### config.mk
export PLATFORM = sky130hd
export DESIGN_NAME = rr_mux4_arbiter
export DESIGN_NICKNAME = d
export VERILOG_FILES = /design/src/rtl/rr_arb_pkg.sv /design/src/rtl/mux4_bus.sv /design/src/rtl/rr_mux4_arbiter.sv
export SDC_FILE = /design/constraint.sdc
export NUM_CORES = 1
export LEC_CHECK = 0
export CORE_ASPECT_RATIO = 0.7
export CORE_MARGIN = 2
export CORE_UTILIZATION = 43
export DETAILED_ROUTE_END_ITERATION = 10
export PLACE_DENSITY = 0.68
export SLEW_MARGIN = 0
export SYNTH_ARGS = -nofsm -noshare
export SYNTH_HDL_FRONTEND = slang
export SYNTH_SLANG_ARGS = --single-unit
### constraint.sdc
create_clock -name clk -period 6.4 [get_ports clk]
set_input_delay 1.92 -clock clk [delete_from_list [all_inputs] [get_ports clk]]
set_output_delay 1.92 -clock clk [all_outputs]
set_load 0.05 [all_outputs]
### src/rtl/rr_arb_pkg.sv
// Shared definitions for the four-way round-robin arbiter and its output mux.
// Holds the requester count, the select width, the arbiter state type and
// the rotating-priority helpers used by the arbiter core.
package rr_arb_pkg;

  localparam int NUM_REQ = 4;
  localparam int SEL_W   = 2;

  typedef enum logic [0:0] {
    IDLE  = 1'b0,
    GRANT = 1'b1
  } state_t;

  // Winner search starts just after the last granted index and wraps around.
  // The last index visited is the previous holder itself. The loop runs from
  // the farthest candidate to the nearest one, so the nearest requesting
  // index overwrites the others. When no bit of r is set, p is returned.
  // Callers check for that case before they use the result.
  function automatic logic [SEL_W-1:0] rr_winner(input logic [NUM_REQ-1:0] r,
                                                 input logic [SEL_W-1:0]   p);
    logic [SEL_W-1:0] idx;
    logic [SEL_W-1:0] w;
    w = p;
    for (int k = NUM_REQ; k >= 1; k--) begin
      idx = p + k[SEL_W-1:0];
      if (r[idx]) begin
        w = idx;
      end
    end
    return w;
  endfunction

  // Converts a select index to the matching one-hot grant vector.
  function automatic logic [NUM_REQ-1:0] sel_to_onehot(input logic [SEL_W-1:0] s);
    return NUM_REQ'(1) << s;
  endfunction

endpackage

### src/rtl/mux4_bus.sv
// Plain 4:1 word multiplexer. The select input chooses one DATA_W-wide slice
// of the packed input bus. Requester i sits at bits [i*DATA_W +: DATA_W].
module mux4_bus
  import rr_arb_pkg::*;
#(
  parameter int DATA_W = 1
) (
  input  logic [NUM_REQ*DATA_W-1:0] data_in,
  input  logic [SEL_W-1:0]          sel,
  output logic [DATA_W-1:0]         data_out
);

  // Route the selected requester's word to the output.
  always_comb begin
    data_out = '0;
    case (sel)
      2'd0:    data_out = data_in[0*DATA_W +: DATA_W];
      2'd1:    data_out = data_in[1*DATA_W +: DATA_W];
      2'd2:    data_out = data_in[2*DATA_W +: DATA_W];
      2'd3:    data_out = data_in[3*DATA_W +: DATA_W];
      default: data_out = '0;
    endcase
  end

endmodule

### src/rtl/rr_mux4_arbiter.sv
// Round-robin arbiter that shares one 4:1 data path among four requesters.
// The grant, select and busy outputs are registered. data_out is the
// combinational mux output, forced to zero while no grant is active.
// Optional macro RR_HOLD_TIMEOUT_EN limits one grant to MAX_HOLD cycles when
// other requesters are waiting. Without it, a grant lasts until the holder
// drops its request.
module rr_mux4_arbiter
  import rr_arb_pkg::*;
#(
  parameter int DATA_W   = 1,
  parameter int MAX_HOLD = 8
) (
  input  logic                      clk,
  input  logic                      rst,
  input  logic [NUM_REQ-1:0]        req,
  input  logic [NUM_REQ*DATA_W-1:0] data_in,
  output logic [NUM_REQ-1:0]        gnt,
  output logic [SEL_W-1:0]          sel,
  output logic                      busy,
  output logic [DATA_W-1:0]         data_out
);

  state_t               state, state_nxt;
  logic [SEL_W-1:0]     ptr, ptr_nxt;
  logic [SEL_W-1:0]     sel_nxt;
  logic [NUM_REQ-1:0]   gnt_nxt;
  logic                 busy_nxt;
  logic [DATA_W-1:0]    mux_out;

`ifdef RR_HOLD_TIMEOUT_EN
  localparam logic [7:0] HOLD_LAST = 8'(MAX_HOLD - 1);
  logic [7:0]            hold_cnt, hold_cnt_nxt;
  logic [NUM_REQ-1:0]    others;
  assign others = req & ~gnt;
`endif

  // Next-state decision. A new grant always moves gnt, sel and ptr together,
  // so the pointer remembers who was served last. This holds even after the
  // arbiter returns to idle.
  always_comb begin
    state_nxt = state;
    ptr_nxt   = ptr;
    sel_nxt   = sel;
    gnt_nxt   = gnt;
    busy_nxt  = busy;
`ifdef RR_HOLD_TIMEOUT_EN
    hold_cnt_nxt = hold_cnt;
`endif
    case (state)
      IDLE: begin
        if (|req) begin
          state_nxt = GRANT;
          sel_nxt   = rr_winner(req, ptr);
          ptr_nxt   = rr_winner(req, ptr);
          gnt_nxt   = sel_to_onehot(rr_winner(req, ptr));
          busy_nxt  = 1'b1;
`ifdef RR_HOLD_TIMEOUT_EN
          hold_cnt_nxt = '0;
`endif
        end
      end
      GRANT: begin
        if (req[sel]) begin
`ifdef RR_HOLD_TIMEOUT_EN
          // When the hold limit is reached, a waiting requester takes over.
          // If nobody else is waiting, the holder keeps the grant and the
          // counter starts again.
          if (hold_cnt == HOLD_LAST) begin
            hold_cnt_nxt = '0;
            if (|others) begin
              sel_nxt = rr_winner(others, sel);
              ptr_nxt = rr_winner(others, sel);
              gnt_nxt = sel_to_onehot(rr_winner(others, sel));
            end
          end else if (hold_cnt != 8'hFF) begin
            hold_cnt_nxt = hold_cnt + 8'd1;
          end
`else
          // Without the timeout, the holder keeps the grant for as long as
          // it requests.
          state_nxt = GRANT;
`endif
        end else if (|req) begin
          // On release, the next winner is chosen in the same cycle, so
          // there is no idle cycle between grants.
          sel_nxt = rr_winner(req, sel);
          ptr_nxt = rr_winner(req, sel);
          gnt_nxt = sel_to_onehot(rr_winner(req, sel));
`ifdef RR_HOLD_TIMEOUT_EN
          hold_cnt_nxt = '0;
`endif
        end else begin
          state_nxt = IDLE;
          ptr_nxt   = sel;
          gnt_nxt   = '0;
          busy_nxt  = 1'b0;
        end
      end
      default: begin
        state_nxt = IDLE;
        gnt_nxt   = '0;
        busy_nxt  = 1'b0;
      end
    endcase
  end

  // Register the arbiter state and outputs. Reset puts the pointer at 3, so
  // requester 0 has top priority for the first grant.
  always_ff @(posedge clk) begin
    if (rst) begin
      state <= IDLE;
      ptr   <= 2'd3;
      sel   <= '0;
      gnt   <= '0;
      busy  <= 1'b0;
    end else begin
      state <= state_nxt;
      ptr   <= ptr_nxt;
      sel   <= sel_nxt;
      gnt   <= gnt_nxt;
      busy  <= busy_nxt;
    end
  end

`ifdef RR_HOLD_TIMEOUT_EN
  // Count the consecutive cycles of the current grant.
  always_ff @(posedge clk) begin
    if (rst) begin
      hold_cnt <= '0;
    end else begin
      hold_cnt <= hold_cnt_nxt;
    end
  end
`endif

  mux4_bus #(
    .DATA_W(DATA_W)
  ) u_mux (
    .data_in (data_in),
    .sel     (sel),
    .data_out(mux_out)
  );

  assign data_out = busy ? mux_out : '0;

endmodule
# After elaboration in Yosys (flattened, before gate mapping)
# Cells that the tools add are included.
word_totals:
  regBits: 10
  in_bits: 10
  output_inout_bits: 8
  word_cells: 72
classes:
  add_sub_neg: 6
  n_lt_le_gt_ge: 7
  n_eq_ne: 6
  shift: 2
  n_mux: 41
  bitwise_logic: 1
  reduce_logical: 4
ops:
  columns: ["op", "n"]
  rows:
  - ["2-bit two-way mux", 13]
  - ["2-bit by 3-bit < comparator with 1-bit output, second input constant", 7]
  - ["1-bit binary-select mux with 2-bit select", 7]
  - ["1-bit two-way mux", 13]
  - ["4-bit two-way mux", 3]
  - ["2-bit adder, second input constant", 4]
  - ["4-bit one-hot mux with 2 select lines", 1]
  - ["1-bit by 2-bit left shift with 4-bit output, first input constant", 2]
  - ["2-bit != test, second input constant", 3]
  - ["2-bit by 1-bit adder with 2-bit output, second input constant", 2]
  - ["2-bit equality test, second input constant", 2]
  - ["1-bit one-hot mux with 2 select lines", 2]
  - ["1-bit one-hot mux with 4 select lines", 1]
  - ["2-bit one-hot mux with 2 select lines", 1]
  - ["4-bit OR reduction", 1]
  - ["3-bit AND reduction", 1]
  - ["2-bit by 1-bit equality test with 1-bit output, second input constant", 1]
  - ["2-bit logical NOT", 1]
  - ["2-bit AND reduction", 1]
  - ["1-bit NOT", 1]

# Logic depth before layout (Yosys ltp)
depth:
  word_depth: 13
  depth_mapped: 9
  mapped_depth_nobuf: 7

# By module
# A second synthesis with hierarchy kept.
unflattened:
  cells_unflattened: 73
  hier_area_um2: 634.4
by_module_without_submodules:
  columns: ["mod", "instances", "cells_per_inst", "area_each_um2", "seq_area_each_um2"]
  rows:
  - ["rr_mux4_arbiter", 1, 72, 611.8, 200.2]
  - ["mux4_bus", 1, 1, 22.5, 0.0]

# Worst setup path before layout
# OpenSTA, ideal clock, no wires.
synth_timing:
  path_kind: "input port to output port"
  from: "input data_in[2]"
  to: "output data_out"
  arrival_time_ns: 2.614
  required_ns: 4.480
  slack_ns: 1.866
  cell_stages: 3
  n_path_buf: 0
  cell_sequence: "a222oi_1 o21ai_0 and2_1"
synth_via:
  elab_chain_len: 2
synth_rtl:
  columns: ["item", "line_no", "text"]
  rows:
  - ["start, declared", "rr_mux4_arbiter.sv:16", "input logic [NUM_REQ*DATA_W-1:0] data_in,"]
  - ["1-bit one-hot mux with 4 select lines", "mux4_bus.sv:16", "case (sel)"]
  - ["1-bit two-way mux", "rr_mux4_arbiter.sv:144", "assign data_out = busy ? mux_out : '0;"]
  - ["end, declared", "rr_mux4_arbiter.sv:20", "output logic [DATA_W-1:0] data_out"]
# Every way passes these cells.

# Final worst setup path
# Same ends and word-level chain as after synthesis.

==> metrics.txt <==
cts hold-fix bufs=0; Met1 Wirelength=1069 um; CTS tree=yes; largest net degree at the start of global routing=18; Synth Area in Simple Gates=0.2497; Final setup violation count=0; first-pass GRT wire length=3663 um; Clk Tree Root Cell=clkbuf_4; list of most frequent post-synthesis cells=nand2_1 (11), dfxtp_1 (10), mux2i_1 (7); PortBufs=17; max-cap violation count=0; Net Count, Synth=131; # DRC=0; Synth Register Bits=10; Synth Area in Adders=0.05256; number of global-route vias before repair=859; # rows=14; Met3 Routed Length=218 um; Critical Path Max Stage Delay=690 ps; CP startpoint kind=primary input; Mean Syn Cell Area=8.138 um^2; Synth cell types=49; Top Family by Delay on Critical Path=buffers and inverters; complex-gate fraction of the synthesized area=0.2891; Total Power=0.3091 mW; Synth area leader=dfxtp_1; global placement routability congestion=0.8099; antenna violations before repair=0; top cell type's share of synthesized area=0.2102; Pleak=0.4135 nW; clk slew on worst S/H paths=60 ps; number of nets with antenna violations after routing=0; CP endpoint kind=output pin; RSZ-0062 raised after global routing=no; most frequent CP cell=clkdlybuf4s50_1; 1st-iter DRT viols=37; synth-to-layout area growth=20.24%; CP Cell Sequence=clkdlybuf4s50_1, a222oi_1, o21ai_0, and2_1, clkdlybuf4s50_1; Post-Syn Instances=117; post-synthesis mux area share=0.1327; n_diodes=0; DIE AREA=0.002613 mm^2; Critical-path top delay cell=clkdlybuf4s50_1; overall routing resource usage=0.1841; via-per-instance ratio=6.081; Synth area leaders=dfxtp_1 (21%), mux2i_1 (7.4%), ha_1 (5.3%), nand2_1 (4.3%), o221ai_1 (2.8%); Max Slew Vio Count=0; Post-Synth XOR/XNOR Area=0; Resized cells post-CTS=0; Clock Sinks=10; critical path data required time=4480 ps; CP Data Arrival Time=3590 ps; worst skew pair latency=260 ps; total congestion overflow=0; Fmax=0.1814 GHz; Core ar.=0.002120 mm^2; Hold Violations, Final=0; IR drop worst, VDD=0.1404 mV; IO Pins=18; CP bufs+invs=2; routed len/inst=14.29 um; DRT Pass-1 Iters=4; share of layout cells above drive strength 1=0.09302; Synthesis Warnings=0; worst hold path type=register to register; clock skew=0.4230 ps; cts bufs inserted=3; Async SR Flop Fraction=0; Starting Density=0.4492; final WL=2301 um; DP Wirelength=1691 um; Slew headroom=0.5793; Die Y=43.37 um; Tmin final=5514 ps; Seq/Total Area, Yosys=0.2102; Final Cycle Share=0.8615; crit-path max FO=1; Cell Pwr Density=270.0 mW/mm^2; die width=60.25 um; Nets=145; Syn Std Cell Area=952.2 um^2; H-Tree Depth=1; Setup Buffers After CTS=0; Max Root-Sink Buffers=2; Post-synth EDFFs=0; setup_tns=0 ps; status=complete, no violations; Worst-Margin Slew=630.2 ps; most numerous cell in the Yosys netlist=nand2_1; met2 wire len=1013 um; main combinational cell family by area after synthesis=compound AO/OA/AOI/OAI gates; Post-synth top flop=dfxtp_1; vias=979; crit path kind=primary input to output pin; highest routed layer=met3
## cells in the final DEF (no fill, tap or decap), types with 3 or more instances in the layout
cell | netlist | final
o221ai_1 | 3 | 3
ha_1 | 4 | 4
clkdlybuf4s50_1 | 0 | 17
inv_1 | 4 | 4
nand3_1 | 4 | 4
nor3_1 | 3 | 3
mux2i_1 | 7 | 7
a21oi_1 | 3 | 3
dfxtp_1 | 10 | 10
nor2b_1 | 4 | 4
nand2_1 | 11 | 11
nand3b_1 | 3 | 3
nor2_1 | 6 | 6
clkbuf_4 | 0 | 3
o21ai_0 | 5 | 5
o211ai_1 | 3 | 3
## cell type report
class | count | area (um^2)
flip-flops and latches | 10 | 200.2
repair buffers | 17 | 170.2
inverters | 6 | 22.52
well taps | 32 | 40.04
fillers | 199 | 974.7
clock buffers | 3 | 22.52
multi-input cells | 93 | 689.4
## where the power goes
part	switching [mW]	internal [mW]	total, mW	leakage (nW)
clock	0.0209	0.0217	0.0426	0.0138
combinational	0.103	0.0712	0.174	0.317
sequential	0.0189	0.0736	0.0925	0.0829
total	0.143	0.167	0.309	0.413
## worst paths after layout
kind	startpoint	end	slack, ps	cells after the start
setup reg to reg	sel[0]	gnt[1]	3430	7
setup / recovery	data_in[2]	data_out	890	5
hold reg to reg	busy	busy	470	2
hold / removal	busy	busy	470	2
## metal layers
metal,vias up,GRT usage
met2,41,0.2848
met5,-,0
met3,0,0.08060
li1,474,-
met1,464,0.2500
met4,0,0.01333
## state kept, by name, indices dropped and copies added (netlist names)
name and count:
ptr 2, state 1, busy 1, gnt 4, sel 2
## tightest hold or removal path: stages (launching register included)
cell	delay (ps)
dfxtp_1	320
nand2_1	50
a21oi_1	50
## cell families after synthesis
logic type,after synthesis
adder cells (fa/ha/maj),4
AND/OR/NAND/NOR,42
buffers and inverters,14
flip-flops,10
multiplexers,10
AO/OA/AOI/OAI,37
## stage by stage
step	worst slack, ps	utilization	hold WS (ps)	cell area, um^2	std cells
global placement	920.9	0.5295	444.5	1122	158
floorplan	1866	-	601.6	952.2	117
global route	774.2	0.5401	495.0	1145	161
finish	886.2	0.5401	468.2	1145	161
detailed placement	860.7	0.5295	451.7	1122	158
CTS	857.3	0.5401	473.0	1145	161
Power figures use the tool's default switching activity.
==> edit (same settings) <==
Add a define of `RR_HOLD_TIMEOUT_EN`.
--- a/src/rtl/rr_mux4_arbiter.sv
+++ b/src/rtl/rr_mux4_arbiter.sv
@@ -6,2 +6,4 @@
 // drops its request.
+`define RR_HOLD_TIMEOUT_EN
+
 module rr_mux4_arbiter
Check against the original RTL: not equivalent (a bounded check fails within 10 cycles, from zero or initial values and one cycle with rst high).
==> edit against the unedited design <==
Area after synthesis grew 74%; clock power grew 110%; wire length grew 74%; sequential cell count grew 8; cell area grew 64%; power grew 86%; clock skew grew 0.0020 ns; register-to-register slack lost 0.14 ns; count of clock-buffer cells in the layout grew 1; setup slack gained 0.00094 ns; largest cell class unchanged; largest power group unchanged.
==> edit: results (changes against the unedited design) <==
outcome complete, no violations; total number of H-tree levels 1 (unchanged); met3 Track Usage GR 4.22% (-3.8 points); pin count of the biggest net entering global routing 26 (+8); final-stage net count 224 (+54%); post-synthesis xor/xnor area fraction 0.529% (+0.53 points); wire length of the first global-routing pass 6690 um (+83%); wirelength, routed 4000 um (+74%); wire length on met1 1940 um (+81%); Reg with most FFs hold_cnt; fraction of final layout cells sized beyond drive strength 1 13.9% (+4.6 points); worst clock skew 0.00241 ns (+0.00199 ns); internal portion of total power 0.320 mW (+92%); leading registers by flop count hold_cnt (8), gnt (4); Yosys cell types 63 (+29%); first-pass detailed-route iteration total 4 (unchanged); Synth top cells by count 25 x sky130_fd_sc_hd__nor2_1, 18 x sky130_fd_sc_hd__dfxtp_1, 13 x sky130_fd_sc_hd__a21oi_1, 11 x sky130_fd_sc_hd__o21ai_0, 10 x sky130_fd_sc_hd__nand2_1; Worst Hold Class reg2reg; met2 routed wirelength 1790 um (+77%); GRT Overall Usage 19.0% (+0.56 points); number of DRC markers in iteration 0 109 (+190%); clock group total power 0.0898 mW (+110%); total via count in the routed design 1565 (+60%); maximum fanout count along the critical path 1 (unchanged); worst slack, placed 0.872 ns (+0.0117 ns); worst min-delay path endpoint hold_cnt[5]; Fin Hold WS 0.514 ns (+0.0458 ns); power density over the cells 307 nW/um^2 (+14%); flop2flop setup slack 3.29 ns (-0.14 ns); number of resized instances in the post-cts repair step 0 (unchanged); sequential cell area fraction in the yosys report 21.8% (+0.74 points); most frequent standard cell in the layout excluding fill and tap cells sky130_fd_sc_hd__nor2_1; post-placement cell count 254 (+61%); fraction of the mapped netlist area in adder cells 3.78% (-1.5 points); via count of the first global-routing pass 1368 (+59%); detailed-placement wirelength estimate 3030 um (+79%); worst IR drop on VDD 0.000158 V (+13%); seq pwr 0.153 mW (+65%); compound-gate portion of the synthesized area 26.9% (-2.0 points); total of fill cells in the finished design 362 (+82%); Clock Root Buffer sky130_fd_sc_hd__clkbuf_8; dominant cells by area after synthesis sky130_fd_sc_hd__dfxtp_1 22%, sky130_fd_sc_hd__nor2_1 5.7%, sky130_fd_sc_hd__mux4_2 4.1%; met2 Track Usage GR 28.2% (-0.28 points); CTS clk-pin slew, worst paths 0.06 ns (about the same); met1 usage in global routing 28.0% (+3.0 points); measured slew at the worst slew-check pin 0.795 ns (+0.165 ns); number of cells produced by synthesis 197 (+68%); Max Clk Rate 181 MHz (about the same); origin of the critical flop-to-flop path sel[1]; Mapped Nets 212 (+62%); total met3 wirelength after detailed routing 247 um (+13%); layout overhead on the synthesized area 13.5%; routability congestion estimate from global placement 0.928 (+15%); uppermost layer routed met4; placed standard-cell area 1820 sq um (+63%); reported leakage power 0.692 nW (+67%); end of the worst register-to-register path gnt[2]; diode count 0 (unchanged); detailed-route wire length per cell 15.5 um (+8.5%)
## edit: changes by cell type in the layout (fill, tap and decap cells not counted), moves of 3 or more
cell / unedited run / this run
sky130_fd_sc_hd__nor3_1: 3 / 7
sky130_fd_sc_hd__clkbuf_8: 0 / 4
sky130_fd_sc_hd__nand2b_1: 1 / 9
sky130_fd_sc_hd__and3_1: 0 / 6
sky130_fd_sc_hd__a21oi_1: 3 / 13
sky130_fd_sc_hd__dfxtp_1: 10 / 18
sky130_fd_sc_hd__a211oi_1: 2 / 6
sky130_fd_sc_hd__clkbuf_4: 3 / 0
sky130_fd_sc_hd__o21ai_0: 5 / 11
sky130_fd_sc_hd__nor2_1: 6 / 25
## edit: cell type report
type | instances | share of cell area [%]
multi-input combinational | 165 | 64.5
clock buffer | 4 | 2.93
timing repair buffer | 18 | 9.45
inverter | 3 | 0.599
tap | 50 | 3.33
sequential | 18 | 19.2
